[src/rtl/dice_race_pkg.sv]
// Shared types for the dice race game.
//   color_e       dice color code, shared with the color detector
//   turn_state_e  turn sequencer state encoding (also exported as state_dbg)
//   color_steps   maps an accepted dice color to a square count
package dice_race_pkg;

  typedef enum logic [1:0] {
    COLOR_NONE  = 2'b00,
    COLOR_RED   = 2'b01,
    COLOR_GREEN = 2'b10,
    COLOR_BLUE  = 2'b11
  } color_e;

  typedef enum logic [2:0] {
    ST_WAIT_CLEAR = 3'd0,
    ST_WAIT_ROLL  = 3'd1,
    ST_MOVE       = 3'd2,
    ST_GAME_OVER  = 3'd3
  } turn_state_e;

  // Step counts are passed in so each instance can use its own map.
  function automatic logic [1:0] color_steps(input color_e     c,
                                             input logic [1:0] red_s,
                                             input logic [1:0] green_s,
                                             input logic [1:0] blue_s);
    logic [1:0] s;
    s = 2'd0;
    case (c)
      COLOR_RED:   s = red_s;
      COLOR_GREEN: s = green_s;
      COLOR_BLUE:  s = blue_s;
      default:     s = 2'd0;
    endcase
    return s;
  endfunction

endpackage

[src/rtl/dice_turn_fsm.sv]
// Turn sequencer for the dice race. Accepts a dice color, animates the
// active player's token one square per step_tick, then waits for a clear
// white background before handing the turn to the next player.
//
// Ports:
//   clk, reset            clock, asynchronous active-high reset
//   stable_color [1:0]    dice color, sampled only with result_ready
//   result_ready          single-cycle pulse: stable_color is valid
//   current_state_white   level: white background detected
//   step_tick             single-cycle pulse per animation step
//   game_restart          synchronous single-cycle restart request
//   pos_flat              player i position at [i*PW +: PW]
//   active_player [1:0]   player whose turn it is
//   moving                high while in MOVE
//   last_color [1:0]      most recently accepted roll
//   winner_valid, winner  game over flag and winning player
//   state_dbg [2:0]       current state encoding
module dice_turn_fsm
  import dice_race_pkg::*;
#(
  parameter int NUM_PLAYERS = 2,
  parameter int TRACK_LEN   = 20,
  parameter int RED_STEPS   = 1,
  parameter int GREEN_STEPS = 2,
  parameter int BLUE_STEPS  = 3,
  localparam int PW         = $clog2(TRACK_LEN + 1)
) (
  input  logic                      clk,
  input  logic                      reset,
  input  logic [1:0]                stable_color,
  input  logic                      result_ready,
  input  logic                      current_state_white,
  input  logic                      step_tick,
  input  logic                      game_restart,
  output logic [NUM_PLAYERS*PW-1:0] pos_flat,
  output logic [1:0]                active_player,
  output logic                      moving,
  output logic [1:0]                last_color,
  output logic                      winner_valid,
  output logic [1:0]                winner,
  output logic [2:0]                state_dbg
);

  // Handshake: result_ready is a valid-only pulse with no back-pressure.
  // It is consumed only in WAIT_ROLL with a non-NONE color; in every other
  // case the roll is dropped, never queued.

  turn_state_e state_q, state_d;
  logic        after_move_q, after_move_d;
  logic [1:0]  player_q, player_d;
  color_e      last_q, last_d;
  logic        winv_q, winv_d;
  logic [1:0]  winner_q, winner_d;
  logic [1:0]  steps_q, steps_d;
  logic [PW-1:0] pos_q [NUM_PLAYERS];
  logic [PW-1:0] pos_d [NUM_PLAYERS];

  logic [PW-1:0] cur_pos;
  logic [PW-1:0] new_pos;
  logic [1:0]    new_steps;
  logic [1:0]    next_player;

  always_comb begin
    state_d      = state_q;
    after_move_d = after_move_q;
    player_d     = player_q;
    last_d       = last_q;
    winv_d       = winv_q;
    winner_d     = winner_q;
    steps_d      = steps_q;
    for (int i = 0; i < NUM_PLAYERS; i++) pos_d[i] = pos_q[i];

    cur_pos = '0;
    for (int i = 0; i < NUM_PLAYERS; i++)
      if (player_q == 2'(i)) cur_pos = pos_q[i];
    new_pos     = cur_pos + PW'(1);
    new_steps   = steps_q - 2'd1;
    next_player = (player_q == 2'(NUM_PLAYERS - 1)) ? 2'd0 : player_q + 2'd1;

    if (game_restart) begin
      state_d      = ST_WAIT_CLEAR;
      after_move_d = 1'b0;
      player_d     = 2'd0;
      last_d       = COLOR_NONE;
      winv_d       = 1'b0;
      winner_d     = 2'd0;
      steps_d      = 2'd0;
      for (int i = 0; i < NUM_PLAYERS; i++) pos_d[i] = '0;
    end else begin
      case (state_q)
        ST_WAIT_CLEAR: begin
          if (current_state_white) begin
            // Turn only passes on after a completed move, not after restart.
            if (after_move_q) player_d = next_player;
            after_move_d = 1'b0;
            state_d      = ST_WAIT_ROLL;
          end
        end
        ST_WAIT_ROLL: begin
          if (result_ready && (stable_color != COLOR_NONE)) begin
            steps_d = color_steps(color_e'(stable_color), 2'(RED_STEPS),
                                  2'(GREEN_STEPS), 2'(BLUE_STEPS));
            last_d  = color_e'(stable_color);
            state_d = ST_MOVE;
          end
        end
        ST_MOVE: begin
          if (step_tick) begin
            for (int i = 0; i < NUM_PLAYERS; i++)
              if (player_q == 2'(i)) pos_d[i] = new_pos;
            steps_d = new_steps;
            // Reaching the finish ends the game; leftover steps are dropped.
            if (new_pos == PW'(TRACK_LEN)) begin
              winv_d   = 1'b1;
              winner_d = player_q;
              state_d  = ST_GAME_OVER;
            end else if (new_steps == 2'd0) begin
              after_move_d = 1'b1;
              state_d      = ST_WAIT_CLEAR;
            end
          end
        end
        ST_GAME_OVER: begin
        end
        default: state_d = ST_WAIT_CLEAR;
      endcase
    end
  end

  always_ff @(posedge clk or posedge reset) begin
    if (reset) begin
      state_q      <= ST_WAIT_CLEAR;
      after_move_q <= 1'b0;
      player_q     <= 2'd0;
      last_q       <= COLOR_NONE;
      winv_q       <= 1'b0;
      winner_q     <= 2'd0;
      steps_q      <= 2'd0;
      for (int i = 0; i < NUM_PLAYERS; i++) pos_q[i] <= '0;
    end else begin
      state_q      <= state_d;
      after_move_q <= after_move_d;
      player_q     <= player_d;
      last_q       <= last_d;
      winv_q       <= winv_d;
      winner_q     <= winner_d;
      steps_q      <= steps_d;
      for (int i = 0; i < NUM_PLAYERS; i++) pos_q[i] <= pos_d[i];
    end
  end

  for (genvar g = 0; g < NUM_PLAYERS; g++) begin : g_pos
    assign pos_flat[g*PW +: PW] = pos_q[g];
  end

  assign active_player = player_q;
  assign moving        = (state_q == ST_MOVE);
  assign last_color    = last_q;
  assign winner_valid  = winv_q;
  assign winner        = winner_q;
  assign state_dbg     = state_q;

endmodule
[config.mk]
export PLATFORM = sky130hd
export DESIGN_NAME = dice_turn_fsm
export DESIGN_NICKNAME = d
export VERILOG_FILES = /design/src/rtl/dice_race_pkg.sv /design/src/rtl/dice_turn_fsm.sv
export SDC_FILE = /design/constraint.sdc
export NUM_CORES = 1
export LEC_CHECK = 0
export ABC_AREA = 1
export BUFFER_PORTS_ARGS = -buffer_cell sky130_fd_sc_hd__buf_2
export CAP_MARGIN = 0
export CORE_MARGIN = 1
export CORE_UTILIZATION = 56
export DETAILED_ROUTE_END_ITERATION = 6
export PLACE_DENSITY = 0.83
export RECOVER_POWER = 100
export SLEW_MARGIN = 20
export SYNTH_ARGS = -nofsm -noshare
export SYNTH_HDL_FRONTEND = slang
export SYNTH_SLANG_ARGS = --single-unit
[constraint.sdc]
create_clock -name clk -period 3.5 [get_ports clk]
set_clock_uncertainty 0.2 [all_clocks]
set_input_delay 0.875 -clock clk [delete_from_list [all_inputs] [get_ports clk]]
set_output_delay 0.875 -clock clk [all_outputs]
set_load 0.03 [all_outputs]
==> results of run 1 <==
-- registers in the layout, indices dropped and copies added, names as in the netlist --
name and count:
winner 2, last_color 2, active_player 2, steps_q 2
pos_flat 10, after_move_q 1, winner_valid 1, state_dbg 2
-- through the flow --
step	power [mW]	utilization [%]	instances	cell area (um2)	setup slack, ns
final	0.8031	67.83	219	1385	0.6505
after global routing	0.8605	67.83	219	1385	0.4944
after CTS	0.8175	70.16	219	1433	1.120
after detailed placement	0.7074	69.06	216	1410	1.162
after global placement	0.6936	69.06	216	1410	1.267
after floorplan	0.6128	-	164	1254	1.276
-- per-layer routing --
layer	track usage [%]	wire length, um	up-vias
li1	-	-	575
met1	34.54	1206	549
met2	39.27	1239	57
met3	3.115	171	9
met4	10.29	68	0
met5	0	0	-
-- cell usage in the layout, fill, tap and decap left out, drive strengths merged --
cell / n
inv: 28
nand2: 44
nand3: 10
a31oi: 1
nor3: 3
nor2: 22
o22ai: 2
o21ai: 14
o21a: 1
a21oi: 4
conb: 1
o21bai: 1
xor2: 1
nor4: 1
o211ai: 1
nand4: 2
buf: 5
o221ai: 1
clkinv: 1
clkbuf: 25
dfrtp: 22
ha: 2
-- critical path, cell delays in order, from the launching register on --
cell,delay (ns)
sky130_fd_sc_hd__dfrtp_1,0.48
sky130_fd_sc_hd__nor2_1,0.37
sky130_fd_sc_hd__clkinv_1,0.18
sky130_fd_sc_hd__o22ai_1,0.21
sky130_fd_sc_hd__ha_1,0.32
sky130_fd_sc_hd__inv_1,0.06
sky130_fd_sc_hd__nor3_1,0.40
sky130_fd_sc_hd__nand3_4,0.16
sky130_fd_sc_hd__o21ai_0,0.24
sky130_fd_sc_hd__o21ai_0,0.11
-- cell type report --
| class | instances | area (um2) |
|---|---|---|
| repair buffers | 27 | 107.6 |
| multi-input cells | 111 | 561.8 |
| clock buffers | 3 | 22.52 |
| inverters | 29 | 108.9 |
| fillers | 195 | 656.9 |
| flip-flops and latches | 22 | 550.5 |
| well taps | 27 | 33.78 |
-- logic make-up (layout without fill, tap and decap cells) --
group | Yosys count | after routing
AO/OA/AOI/OAI | 25 | 25
XOR/XNOR | 1 | 1
adder cells (fa/ha/maj) | 2 | 2
buffers and inverters | 31 | 59
flip-flops | 22 | 22
other | 1 | 1
AND/OR/NAND/NOR | 82 | 82
-- power breakdown --
group	switching [mW]	total [mW]	internal [mW]
registers	0.0386	0.340	0.301
clock network	0.0725	0.113	0.0403
logic	0.258	0.350	0.0926
total	0.369	0.803	0.434
-- worst max path at each step --
stage | endpoint | start | slack [ns]
after floorplan | winner[0]$_DFFE_PP0P_ | active_player[0]$_DFFE_PP0P_ | 1.28
after global placement | state_dbg[1]$_DFFE_PP0P_ | active_player[0]$_DFFE_PP0P_ | 1.27
after detailed placement | winner[0]$_DFFE_PP0P_ | active_player[0]$_DFFE_PP0P_ | 1.16
after CTS | moving | state_dbg[0]$_DFFE_PP0P_ | 1.12
after global routing | winner[0]$_DFFE_PP0P_ | active_player[0]$_DFFE_PP0P_ | 0.49
final | winner[0]$_DFFE_PP0P_ | active_player[0]$_DFFE_PP0P_ | 0.65
==> key figures, run 1 <==
Synthesis
  – Post-synthesis sequential area ratio: between 40% and 50%
  – Cell with the most instances after synthesis: sky130_fd_sc_hd__nand2_1
  – Cell types with the highest counts after synthesis: 39 x sky130_fd_sc_hd__nand2_1, 28 x sky130_fd_sc_hd__inv_1, 22 x sky130_fd_sc_hd__dfrtp_1, 20 x sky130_fd_sc_hd__nor2_1
  – Mux share of post-synthesis cell area: 0%
  – Synth Area in Adders: 1.996%
  – Synth Area in Simple Gates: between 30% and 40%
  – Synth async-reset ratio: 100.0%
  – Syn Std Cell Area: 1254 um2
  – Synthesized Nets: about 170
  – Count of mapped cells out of synthesis: roughly 160
  – Primary flip-flop cell chosen by synthesis mapping: sky130_fd_sc_hd__dfrtp_1
  – Syn_area_per_cell: 7.645 um2
  – Post-Synth XOR/XNOR Area: less than 1%
  – Count of cell types in the netlist: 32
  – Largest family of logic cells by synthesized area: simple AND/OR/NAND/NOR gates
  – Share of the synthesized area in the top cell type: between 40% and 50%
  – Cell types with the largest area share after synthesis: sky130_fd_sc_hd__dfrtp_1 44%, sky130_fd_sc_hd__nand2_1 12%, sky130_fd_sc_hd__inv_1 8.4%
  – Number of synthesized register bits: 22
  – Synth Area in Compound Gates: about an eighth
  – Area leader, netlist: sky130_fd_sc_hd__dfrtp_1
  – Total of warnings raised by yosys: 0
  – Number of synthesized flops with an enable pin: 0

Global route
  – Global router's overall resource usage: around a quarter
  – Via count of the first global-routing pass: 1066
  – Wire length of the first global-routing pass: 4.629 mm
  – Pin count of the biggest net entering global routing: 23
  – Antenna violations before repair: 0
  – Total congestion overflow after global routing: 0

Routing
  – Sum of routed wire length over all layers: between 2 and 3 mm
  – Remaining number of nets flagged by the antenna check after routing: 0
  – Detail-routed via count per cell: ~5.4
  – Residual DRC: 0
  – TritonRoute pass-1 iters: 4
  – Number of violations reported at the end of detailed-routing iteration 0: 30
  – Routed wirelength normalized by instance count: 12.26 um
  – Total number of vias: ~1200

Timing
  – Final Hold Violating Endpoints: 0
  – Worst slew margin: ~45%
  – Final critical-path share of the clock period: 81.42%
  – Slew @ Worst Pin: around 0.82 ns
  – Unrepaired setup endpoints after global routing: false
  – Setup_tns: 0 ns
  – Final setup violation count: 0
  – Clock period minus final worst setup slack: 2.850 ns
  – Final hold slack: ~0.30 ns
  – Max Clk Rate: approximately 350 MHz
  – Number of pins with negative max-slew slack in the final report: 0

Finish
  – Share of post-route cells with drive strength above 1: approximately 8.9%
  – Area growth from synthesis to layout: 10.48%
  – Total Nets Final: 204
  – Number of diodes: 0

Critical path
  – Critical path type: register to register
  – Number of cells on the worst reg-to-reg path: 9
  – R2r startpoint: active_player[0]$_DFFE_PP0P_
  – Required @ worst endpoint: about 3.5 ns
  – Reg-to-reg endpoint: winner[0]$_DFFE_PP0P_
  – Type of element launching the critical path: register
  – Critical path peak fanout: 8
  – Worst setup slack for register-to-register paths: approximately 0.65 ns
  – Data arrival, critical path: about 2.9 ns
  – Type of destination of the critical path: register

Clocking
  – PostCTS Resize Cnt: 0
  – Register clock-pin slew on the reported worst setup and hold paths: about 0.11 ns
  – Clock Latency Late Sink: a little over 0.3 ns
  – Clock sink count: 22
  – Buffers inserted by post-CTS timing repair: 0
  – TritonCTS clock tree: done
  – Post-CTS Hold Fix Bufs: 0
  – Number of clock buffers inserted by TritonCTS: 3
  – CTS H-tree depth: 1
  – Bufs on Longest Clock Path: 2
  – Library cell used as clock root buffer: sky130_fd_sc_hd__clkbuf_4

Die
  – Chip Width: 49.32 um
  – Die Footprint: approximately 2400 um2
  – Core Box Area: between 2000 and 2500 um2
  – I/O pin count: 29
  – Number of placement rows: 16
  – Y dimension of the die: 49.32 um
  – Starting utilization of the core area: between 60% and 70%

Power and ir drop
  – Power per unit of standard cell area: around 580 nW/um2
  – Maximum resistive drop on vdd: ~400 uV
  – Leak Pwr: a little under 0.7 nW

Job
  – Maxcap violations: 0

Min path
  – Type of the tightest min-delay check: register to register
  – Worst hold path startpoint: winner[1]$_DFFE_PP0P_
  – Number of instances on the worst hold path: 2
  – Terminating pin of the worst hold path: winner[1]$_DFFE_PP0P_

Placement
  – Placer Congestion: 0.8921
  – Count of port buffers added during placement: 27
  – Post-detailed-placement half-perimeter wirelength: a little over 2 mm

Status
  – Outcome: complete, no violations
(Power assumes the default switching activity.)
==> run 2, diff against run 1 <==
Settings changed: CORE_UTILIZATION 56 to 52, PLACE_DENSITY 0.83 to 0.77.
Clock period 3.5 ns to 2.85 ns, I/O delays scaled along.
==> key figures, run 2 (synthesis results as in run 1) <==
Status
  – Outcome: complete, no violations

Die
  – I/O pin count: 29
  – Die Footprint: around 2600 um2
  – Y dimension of the die: 51.10 um
  – Number of placement rows: 17
  – Starting utilization of the core area: 56.13%
  – Core Box Area: around 2200 um2
  – Chip Width: ~51 um

Global route
  – Wire length of the first global-routing pass: between 4 and 5 mm
  – Global routing's busiest layer: met2
  – Global router's overall resource usage: around 23%
  – Pin count of the biggest net entering global routing: 23
  – Via count of the first global-routing pass: 1085
  – Global routing met1 resource utilization: between 30 and 40%
  – Total congestion overflow after global routing: 0
  – Met3 Usage GRT: approximately 4.5%
  – Met2 Track Usage GR: between 30% and 40%
  – Antenna violations before repair: 0

Routing
  – Number of violations reported at the end of detailed-routing iteration 0: 21
  – Remaining number of nets flagged by the antenna check after routing: 0
  – Routed wirelength normalized by instance count: approximately 12 um
  – Residual DRC: 0
  – Detail-routed via count per cell: 5.068
  – Sum of routed wire length over all layers: 2.547 mm
  – TritonRoute pass-1 iters: 4
  – Total number of vias: 1120

Finish
  – Area growth from synthesis to layout: 12.67%
  – Number of diodes: 0
  – Count of placed standard cells in the final layout, fillers left out: 221
  – Max FFs per register: 10
  – Total Nets Final: around 200
  – Commonest non-fill, non-tap cells in the layout: 40 x sky130_fd_sc_hd__nand2_1, 28 x sky130_fd_sc_hd__inv_1, 22 x sky130_fd_sc_hd__dfrtp_1, 21 x sky130_fd_sc_hd__nor2_1, 21 x sky130_fd_sc_hd__clkbuf_1
  – Sequential Area: roughly 550 um2
  – Share of post-route cells with drive strength above 1: a little over a tenth
  – Most common cell after layout, fill and taps aside: sky130_fd_sc_hd__nand2_1
  – Fill cell instance count of the final layout: 233
  – Area taken by multi-input logic gates: 573.1 um2

Critical path
  – Type of element launching the critical path: register
  – Critical Path, Cell by Cell: nor2_1, inv_2, o22ai_1, ha_1, inv_1, nor3_4, nand3_4, o21ai_1, o21ai_1
  – Stage delay of the slowest cell on the critical path: 0.48 ns
  – Slowest cell on the critical path: sky130_fd_sc_hd__dfrtp_1
  – Data arrival, critical path: roughly 2.4 ns
  – Critical path type: register to register
  – CP most frequent cell: sky130_fd_sc_hd__o21ai_1
  – Critical path peak fanout: 8
  – Type of destination of the critical path: register
  – Required @ worst endpoint: 2.85 ns

Clocking
  – Library cell used as clock root buffer: sky130_fd_sc_hd__clkbuf_4
  – TritonCTS clock tree: done
  – Bufs on Longest Clock Path: 2
  – PostCTS Resize Cnt: 0
  – Clock sink count: 22
  – Buffers inserted by post-CTS timing repair: 0
  – Post-CTS Hold Fix Bufs: 0
  – Clock Latency Late Sink: around 0.30 ns
  – CTS H-tree depth: 1
  – Number of clock buffers inserted by TritonCTS: 3
  – Register clock-pin slew on the reported worst setup and hold paths: 0.12 ns

Power and ir drop
  – Maximum resistive drop on vdd: approximately 420 uV
  – Combinational fraction of design power: a little over two fifths
  – Total chip power: 1.013 mW
  – Fraction of power spent switching nets: 44.17%
  – Register share of total power: between 40% and 50%
  – Clock power frac: between 15 and 20%
  – Switching power: between 0.4 and 0.5 mW
  – Power per unit of standard cell area: 717.3 nW/um2
  – Cell-internal power: between 0.5 and 0.6 mW
  – Leak Pwr: roughly 0.71 nW

Timing
  – Worst slew margin: between 40% and 50%
  – Final critical-path share of the clock period: 85.14%
  – Setup_tns: 0 ns
  – Final Hold Violating Endpoints: 0
  – Clock period minus final worst setup slack: 2.427 ns
  – Final setup violation count: 0
  – Max Clk Rate: 412.1 MHz
  – Number of pins with negative max-slew slack in the final report: 0
  – Unrepaired setup endpoints after global routing: false
  – Slew @ Worst Pin: 0.8125 ns
  – Worst-case setup margin in the final layout: 0.4234 ns

Placement
  – DP Worst Slack: ~0.58 ns
  – Post-detailed-placement half-perimeter wirelength: roughly 2 mm
  – Placer Congestion: approximately 0.9
  – Total placed cells including tap cells: 217
  – Count of port buffers added during placement: 27

Min path
  – Type of the tightest min-delay check: register to register

Job
  – Maxcap violations: 0
[run 2: power by group through the flow]
stage	Sequential (mW)	Clock, mW	Combinational [mW]
2_1_floorplan	0.503	0	0.249
3_3_place_gp	0.418	0	0.431
3_5_place_dp	0.422	0	0.442
4_1_cts	0.415	0.177	0.445
5_1_grt	0.423	0.188	0.476
6_report	0.416	0.172	0.425
[run 2: path summary, 6_finish.rpt]
path	slack [ns]	cells after the start	from	to
max in group asynchronous	1.61	2	reset	pos_flat[8]$_DFFE_PP0P_
setup / recovery	0.42	9	active_player[0]$_DFFE_PP0P_	winner[0]$_DFFE_PP0P_
min in group asynchronous	0.34	2	reset	winner[1]$_DFFE_PP0P_
hold reg to reg	0.29	2	last_color[0]$_DFFE_PP0P_	last_color[0]$_DFFE_PP0P_
hold / removal	0.29	2	last_color[0]$_DFFE_PP0P_	last_color[0]$_DFFE_PP0P_
setup reg to reg	0.42	9	active_player[0]$_DFFE_PP0P_	winner[0]$_DFFE_PP0P_
[run 2: area by class of cell]
| class | instances | share of cell area (%) |
|---|---|---|
| Clock buffer | 4 | 2.569 |
| Tap cell | 28 | 2.480 |
| Inverter | 29 | 7.706 |
| Multi-Input combinational cell | 111 | 40.57 |
| Sequential cell | 22 | 38.97 |
| Timing Repair Buffer | 27 | 7.706 |
[run 2: through the flow]
stage | hold slack, ns | area (um2) | util, %
6_report | 0.2874 | 1413 | 63.25
4_1_cts | 0.2911 | 1448 | 64.82
5_1_grt | 0.3321 | 1413 | 63.25
3_3_place_gp | 0.2591 | 1411 | 63.19
3_5_place_dp | 0.2600 | 1411 | 63.19
2_1_floorplan | 0.2633 | 1254 | -
[run 2: worst max-delay path: cells and delay by family, from the launching register on]
kind	cells	cell delay [ns]
flops	1	0.48
buf+inv	2	0.17
compound gates	3	0.44
fa+ha+maj	1	0.30
simple gates	3	0.75
[run 2: per-layer routing]
| metal | vias up | routed length, um |
|---|---|---|
| li1 | 576 | - |
| met1 | 514 | 1250 |
| met2 | 28 | 1167 |
| met3 | 2 | 116 |
| met4 | 0 | 12 |
| met5 | - | 0 |
